===== config.mk =====
export PLATFORM = sky130hd
export DESIGN_NAME = synapse_config_loader
export DESIGN_NICKNAME = d
export VERILOG_FILES = /design/src/rtl/synapse_config_loader.sv
export SDC_FILE = /design/constraint.sdc
export NUM_CORES = 1
export LEC_CHECK = 0
export ABC_AREA = 1
export CAP_MARGIN = 20
export CORE_MARGIN = 2
export CORE_UTILIZATION = 35
export DETAILED_ROUTE_END_ITERATION = 16
export GPL_TIMING_DRIVEN = 0
export PLACE_DENSITY_LB_ADDON = 0.2
export SYNTH_ARGS = -nofsm -noshare
export SYNTH_HDL_FRONTEND = slang
export SYNTH_SLANG_ARGS = --single-unit

===== constraint.sdc =====
create_clock -name clk -period 6.03 [get_ports clk]
set_input_delay 1.809 -clock clk [delete_from_list [all_inputs] [get_ports clk]]
set_output_delay 1.809 -clock clk [all_outputs]
set_load 0.03 [all_outputs]

===== src/rtl/synapse_config_loader.sv =====
// ----------------------------------------------------------------------------
// synapse_config_loader
//
// Host-side programmer for a serial configuration chain of N_SYN cascaded
// synapses. The host fills a local parameter file (El, gl_jump, tau_gl per
// synapse). A start pulse shifts the file into the chain head using a
// cfg_data_clk derived from clk. In verify mode the stream is sent twice, and
// on the second pass each word returning at the chain tail is compared with
// the word that was sent.
//
// Ports
//   clk            system clock
//   reset          synchronous active-low reset
//   wr_en          parameter write strobe (honoured in IDLE only)
//   wr_syn         target synapse index
//   wr_sel         0=El, 1=gl_jump, 2=tau_gl, 3=ignored
//   wr_data        write data
//   start          begin programming (single-cycle pulse)
//   verify         sampled with start; 1 = program then verify pass
//   busy           programming in progress
//   done           one-cycle pulse at completion
//   error          sticky verify mismatch flag
//   mismatch_cnt   saturating count of verify mismatches
//   cfg_data_clk   shift clock to the chain head
//   cfg_data_out   config data to the chain head
//   cfg_data_in    config data from the chain tail
//
// state  | meaning
// -------+-----------------------------------------------------------------
// IDLE   | waiting for start; parameter file writable
// LOW    | cfg_data_clk low, word(w) driven; verify sample on the last cycle
// HIGH   | cfg_data_clk high, word(w) held across the rising edge
// DONE   | one-cycle done pulse, then back to IDLE
// ----------------------------------------------------------------------------
module synapse_config_loader #(
   parameter int N_SYN      = 4,
   parameter int WORD_WIDTH = 16,
   parameter int CLK_DIV    = 2
) (
   input  logic                                        clk,
   input  logic                                        reset,
   input  logic                                        wr_en,
   input  logic [((N_SYN > 1) ? $clog2(N_SYN) : 1)-1:0] wr_syn,
   input  logic [1:0]                                  wr_sel,
   input  logic [WORD_WIDTH-1:0]                       wr_data,
   input  logic                                        start,
   input  logic                                        verify,
   output logic                                        busy,
   output logic                                        done,
   output logic                                        error,
   output logic [15:0]                                 mismatch_cnt,
   output logic                                        cfg_data_clk,
   output logic [WORD_WIDTH-1:0]                       cfg_data_out,
   input  logic [WORD_WIDTH-1:0]                       cfg_data_in
);

   localparam int SYN_W = (N_SYN > 1) ? $clog2(N_SYN) : 1;
   localparam int L     = 4 * N_SYN;
   localparam int W_W   = $clog2(L);
   localparam int DIV_W = (CLK_DIV > 1) ? $clog2(CLK_DIV) : 1;

   localparam logic [W_W-1:0]   W_LAST   = W_W'(L - 1);
   localparam logic [DIV_W-1:0] DIV_LOAD = DIV_W'(CLK_DIV - 1);
   localparam logic [SYN_W:0]   SYN_LIM  = (SYN_W + 1)'(N_SYN);

   typedef enum logic [1:0] {
      S_IDLE = 2'd0,
      S_LOW  = 2'd1,
      S_HIGH = 2'd2,
      S_DONE = 2'd3
   } state_t;

   state_t state, state_nxt;

   logic [W_W-1:0]   w, w_nxt;
   logic             pass, pass_nxt;
   logic             two_pass, two_pass_nxt;
   logic [DIV_W-1:0] div_cnt, div_nxt;
   logic             div_tc;

   logic [WORD_WIDTH-1:0] el_q  [N_SYN];
   logic [WORD_WIDTH-1:0] gl_q  [N_SYN];
   logic [WORD_WIDTH-1:0] tau_q [N_SYN];

   logic [WORD_WIDTH-1:0] data_q;
   logic                  error_q;
   logic [15:0]           mism_q;

   logic wr_ok;
   logic accept;
   logic sample;

   // Stream word idx: the first word lands at the tail, so the last synapse
   // goes first, and within a synapse the pass-register dummy leads.
   function automatic logic [WORD_WIDTH-1:0] word_of(input logic [W_W-1:0] idx);
      logic [SYN_W-1:0] syn;
      syn = SYN_W'(N_SYN - 1) - SYN_W'(idx >> 2);
      case (idx[1:0])
         2'd1:    word_of = tau_q[syn];
         2'd2:    word_of = gl_q[syn];
         2'd3:    word_of = el_q[syn];
         default: word_of = '0;
      endcase
   endfunction

   assign div_tc = (div_cnt == '0);
   assign wr_ok  = (state == S_IDLE) && wr_en && (wr_sel != 2'd3) &&
                   ({1'b0, wr_syn} < SYN_LIM);
   assign accept = (state == S_IDLE) && start;
   // Tail is sampled just before the rising edge of the word being compared.
   assign sample = (state == S_LOW) && div_tc && pass;

   always_comb begin
      state_nxt    = state;
      w_nxt        = w;
      pass_nxt     = pass;
      two_pass_nxt = two_pass;
      div_nxt      = div_cnt;
      busy         = 1'b0;
      done         = 1'b0;
      cfg_data_clk = 1'b0;
      case (state)
         S_IDLE: begin
            if (start) begin
               state_nxt    = S_LOW;
               w_nxt        = '0;
               pass_nxt     = 1'b0;
               two_pass_nxt = verify;
               div_nxt      = DIV_LOAD;
            end
         end
         S_LOW: begin
            busy = 1'b1;
            if (div_tc) begin
               state_nxt = S_HIGH;
               div_nxt   = DIV_LOAD;
            end else begin
               div_nxt = div_cnt - DIV_W'(1);
            end
         end
         S_HIGH: begin
            busy         = 1'b1;
            cfg_data_clk = 1'b1;
            if (div_tc) begin
               div_nxt = DIV_LOAD;
               if (w != W_LAST) begin
                  w_nxt     = w + W_W'(1);
                  state_nxt = S_LOW;
               end else if (two_pass && !pass) begin
                  w_nxt     = '0;
                  pass_nxt  = 1'b1;
                  state_nxt = S_LOW;
               end else begin
                  state_nxt = S_DONE;
               end
            end else begin
               div_nxt = div_cnt - DIV_W'(1);
            end
         end
         S_DONE: begin
            done      = 1'b1;
            state_nxt = S_IDLE;
         end
         default: state_nxt = S_IDLE;
      endcase
   end

   always_ff @(posedge clk) begin
      if (!reset) begin
         state    <= S_IDLE;
         w        <= '0;
         pass     <= 1'b0;
         two_pass <= 1'b0;
         div_cnt  <= '0;
         data_q   <= '0;
         error_q  <= 1'b0;
         mism_q   <= '0;
         for (int i = 0; i < N_SYN; i++) begin
            el_q[i]  <= '0;
            gl_q[i]  <= '0;
            tau_q[i] <= '0;
         end
      end else begin
         state    <= state_nxt;
         w        <= w_nxt;
         pass     <= pass_nxt;
         two_pass <= two_pass_nxt;
         div_cnt  <= div_nxt;

         // Data is loaded on entry to each LOW phase so it is settled for the
         // whole word and stays put through HIGH and DONE.
         if (state_nxt == S_LOW)
            data_q <= word_of(w_nxt);

         if (wr_ok) begin
            case (wr_sel)
               2'd0:    el_q[wr_syn]  <= wr_data;
               2'd1:    gl_q[wr_syn]  <= wr_data;
               2'd2:    tau_q[wr_syn] <= wr_data;
               default: ;
            endcase
         end

         if (accept) begin
            error_q <= 1'b0;
            mism_q  <= '0;
         end else if (sample && (cfg_data_in != data_q)) begin
            error_q <= 1'b1;
            if (mism_q != 16'hFFFF)
               mism_q <= mism_q + 16'd1;
         end
      end
   end

   assign cfg_data_out = data_q;
   assign error        = error_q;
   assign mismatch_cnt = mism_q;

endmodule


# Word-level counts from Yosys, hierarchy flattened
# Memories as Yosys holds them, arrays and structs flattened.
# Cells that the tools add are included.
[word_totals] register_bits=42 ramBits=192 inputBits=41 out_inout_bits=36 word_cells=100 memories=3
[mem_list] memory="el_q" words=4 width=16 rd=1 rd_ports_with_merged_regs=0 write_ports=4 line_no="81" text="logic [WORD_WIDTH-1:0] el_q [N_SYN];"
[mem_list] memory="gl_q" words=4 width=16 rd=1 rd_ports_with_merged_regs=0 write_ports=4 line_no="82" text="logic [WORD_WIDTH-1:0] gl_q [N_SYN];"
[mem_list] memory="tau_q" words=4 width=16 rd=1 rd_ports_with_merged_regs=0 write_ports=4 line_no="83" text="logic [WORD_WIDTH-1:0] tau_q [N_SYN];"
[op_classes] n_addsub=4 eq_ne=17 mux=45 n_bitwise=2 n_reduce_logical=21
[ops] op="two-way mux 16 bit" n=3
[ops] op="case mux 16 bit (3 select lines)" n=1
[ops] op="OR reduction 16 bit" n=3
[ops] op="two-way mux 1 bit" n=25
[ops] op="adder 16 x 1 -> 16 bit, second input constant" n=1
[ops] op="two-way mux 2 bit" n=8
[ops] op="two-way mux 4 bit" n=4
[ops] op="!= test 16 bit" n=1
[ops] op="!= test 16 bit, second input constant" n=1
[ops] op="== test 2 bit, second input constant" n=5
[ops] op="!= test 2 bit, second input constant" n=5
[ops] op="== test 2 x 1 -> 1 bit, second input constant" n=4
[ops] op="case mux 2 bit (4 select lines)" n=1
[ops] op="case mux 4 bit (2 select lines)" n=1
[ops] op="logical AND 1 bit" n=7
[ops] op="AND reduction 2 bit" n=3
[ops] op="AND reduction 5 bit" n=1
[ops] op="adder 4 x 1 -> 4 bit, second input constant" n=1
[ops] op="zero test 2 bit" n=2
[ops] op="!= test 4 bit, second input constant" n=1
[ops] op="case mux 1 bit (2 select lines)" n=2
[ops] op="nonzero test 2 bit" n=2
[ops] op="OR reduction 2 bit" n=2
[ops] op="inverter 1 bit" n=2
[ops] op="other kinds (3)" n=3

# Longest topological paths before layout
# An unclocked memory read counts as a cell.
[depth] ltp_word=9 depth_mapped=15 ltp_nobuf=14

# Worst setup path after synthesis
# Ideal clock, no wire load.
[synth_timing] path_kind="input -> register" start="in wr_syn[0] (netlist bit)" end="mem gl_q[2][0], enable pin" setup_ps=411 arrival_time_ps=3549 required_time_ps=5619 slack_ps=2070 stages=5 path_buffers=2 cell_sequence="clkbuf_1 -> inv_1 -> nand2_1 -> clkbuf_1 -> o21ai_0"
[synth_rtl] item="start, declared" line_no="43" text="input logic [((N_SYN > 1) ? $clog2(N_SYN) : 1)-1:0] wr_syn,"
[synth_rtl] item="end, declared" line_no="82"

==> flow_metrics.tcl <==
set metrics [dict create \
    yosysUniqueCellTypes 41 \
    cp.arrival_ns 4.82 \
    diodes 0 \
    htreeDepth 1 \
    grt_max_degree 17 \
    highest_layer "met4" \
    num_rows 67 \
    syn_to_final_growth_pct 18.2 \
    drt_wl_total_mm 36.2 \
    finClkSkew_ns 0.0118 \
    ioPinCount 77 \
    core_area_um2 33500 \
    syn_nets 1410 \
    p_sw_uw 970 \
    cp_max_fo 16 \
    cts_sinks 234 \
    post_cts_buffers 0 \
    dieArea_um2 35600 \
    antenna_found_initial 0 \
    grt_pass1_vias 9306 \
    portBuffers 75 \
    power_mw 3.85 \
    clkLatencyLatePin_ns 0.54 \
    pwr-share-comb_pct 11.1 \
    hp-class "reg2reg" \
    synth_top_cell_area_share_pct 48.3 \
    cts_resized 0 \
    ys_seq_area_share_pct 55.4 \
    synthMuxAreaShare_pct 0 \
    finalHoldViolations 0 \
    grtUsageTotal_pct 20.3 \
    ys_warn_count 0 \
    cts_tree "built" \
    fmax_mhz 215 \
    critical-path-top-delay-family "buffers and inverters" \
    hp-start "error" \
    clockPowerShare_pct 41.1 \
    synth_area_leaders "edfxtp_1, nand2_1, dfxtp_1, nand3_1, nor2_1" \
    path_clk_slew_ns 0.06 \
    final_antenna_net_count 0 \
    worst-setup-path-type "in2reg" \
    hpwl_mm 26.4 \
    crit_slowest_cell "clkdlybuf4s50_1" \
    die_h_um 189 \
    drive_gt1_share_pct 9.90 \
    final_max_slew_viol_count 0 \
    syn-cell-area_um2 11900 \
    synthAdderAreaFrac_pct 0.629 \
    whs_endpoint "error" \
    drv_cap 0 \
    r2r_end "tau_q[1][5]" \
    root_buffer "clkbuf_16" \
    pwr_density_cell_nw_per_um2 273 \
    wl_per_cell_um 18.7 \
    p_leak_nw 5.68 \
    postLayoutCoreUtil_pct 42.1 \
    yosys.area_share.simple_pct 31.2 \
    synth_xor_area_share_pct 1.54 \
    min_path_cells 2 \
    pwr-share-seq_pct 47.8 \
    period_needed_ns 4.65 \
    syn_inst 1363 \
    cts_made_buffers 26 \
    dr_total_vias 9621 \
    synth_area_leader_cell "edfxtp_1" \
    cp.buffers_inverters 4 \
    met1_length_mm 15.5 \
    slowest_delay_ns 0.72 \
    met2_length_mm 16.8 \
    tightest_slew_ns 1.14 \
    drtIter0Drc 735 \
    r2r-start "state[1]" \
    initial_core_util_pct 35.6 \
    tns_ns 0 \
    r2r_slack_ns 2.55 \
    grt_pass1_wl_mm 54.6 \
    critPathCaptureType "flop" \
    met3_length_mm 2.42 \
    fin_crit_sh_pct 77.1 \
    setup-violations-final 0 \
    num-nets-final 1515 \
    syn-mean-instance-area_um2 8.76 \
    intPower_mw 2.88 \
    gp_congestion 0.986 \
    clk_path_buf_depth 3 \
    sw_frac_of_total_pct 25.2 \
    viasPerCell 4.98 \
    cts-hold-fix-buffers 0 \
    relSlewSlack_pct 23.9 \
    yosys_register_bits 234 \
    reg2reg_depth 11 \
    grt-ovfl-total 0 \
    rsz0062_at_grt "no" \
    critPathLaunchType "input pin" \
    path_cells "clkdlybuf4s50_1, clkinv_1, nor2_1, inv_1, nor2_1, nand2_1, clkbuf_1, nand2_1" \
    drc 0 \
    critical_path_required_ns 6.20 \
    outcome "complete, no violations" \
    drt-pass1-iter-count 7 \
    synth_top_family_by_area "simple AND/OR/NAND/NOR gates" \
    vdd_drop_max_v 0.000237 \
    synth_compound_area_share_pct 2.88 \
    die_w_um 189 \
]
[worst max path at each step]
stage,cells after the start,endpoint,start
4_1_cts,8,tau_q[1][12],reset
2_1_floorplan,5,gl_q[2][0],wr_syn[0]
5_1_grt,8,tau_q[1][12],reset
6_report,8,tau_q[1][5],reset
3_3_place_gp,4,el_q[2][7],wr_syn[1]
3_5_place_dp,8,tau_q[1][8],reset
[sequential cells by signal, indices dropped and copies added (netlist names)]
name / cells
pass: 1
w: 4
error: 1
two_pass: 1
gl_q: 64
div_cnt: 1
el_q: 64
cfg_data_out: 16
mismatch_cnt: 16
tau_q: 64
state: 2
[layout by cell type, fill, tap and decap left out, drive strengths merged, types with 3 or more instances in the layout]
master and n:
a21oi 33, buf 52, bufinv 3, clkbuf 73, clkdlybuf4s50 75, clkinv 13, dfxtp 42, edfxtp 192
ha 6, inv 127, nand2 367, nand3 187, nand3b 3, nand4 22, nor2 183, nor3 60
o21ai 15, xnor2 10, xor2 11
[logic make-up (layout without fill, tap and decap cells)]
group / count (synthesis) / count (layout)
flip-flops: 234 / 234
AND/OR/NAND/NOR: 826 / 826
AO/OA/AOI/OAI: 55 / 55
adder cells (fa/ha/maj): 6 / 6
buffers and inverters: 221 / 343
XOR/XNOR: 21 / 21
[worst min-delay path: stages (launching register included)]
cell     delay, ns
dfxtp_1       0.32
a21oi_1       0.04
nor2_1        0.07
[synthesized netlist by cell type (all sizes together)]
cell type	number
nand2	367
edfxtp	192
nand3	187
nor2	183
inv	127
nor3	60
buf	50
dfxtp	42
clkbuf	41
a21oi	33
nand4	22
o21ai	15
xor2	11
xnor2	10
ha	6
clkinv	3
nand3b	3
o211ai	2
or2	2
a211oi	1
a21boi	1
a31o	1
a31oi	1
nor4	1
nor4b	1
o22ai	1
[layer usage]
layer	GRT usage, %	vias to the layer above
met5	0	-
met4	7.24	0
met3	4.13	64
met2	33.4	306
met1	26.5	4556
li1	-	4695
[final cells by class]
type                       count  area (um^2)
buffer                        91          503
clock buffer                  32          694
clock inverter                13          134
fill                        3391        19400
inverter                     130          493
multi-input combinational    908         4350
sequential                   234         6610
tap                          448          561
timing repair buffer          77          769
[power by group through the flow]
stage	Clock, mW	Sequential, mW	Combinational (mW)
after floorplan	0	1.87	0.269
after global placement	0	1.87	0.419
after detailed placement	0	1.87	0.425
after CTS	1.60	1.84	0.427
after global routing	1.67	1.84	0.464
final	1.58	1.84	0.427
[metrics by stage]
| step | hold slack (ns) | cells | cell area, um^2 | worst slack [ns] |
|---|---|---|---|---|
| floorplan | 0.471 | 1363 | 11900 | 2.07 |
| global placement | 0.456 | 1886 | 13200 | 0.838 |
| detailed placement | 0.464 | 1888 | 13300 | 0.888 |
| CTS | 0.478 | 1933 | 14100 | 1.44 |
| global route | 0.520 | 1933 | 14100 | 1.15 |
| finish | 0.470 | 1933 | 14100 | 1.38 |
No activity file was read; power rests on OpenSTA's default activity.
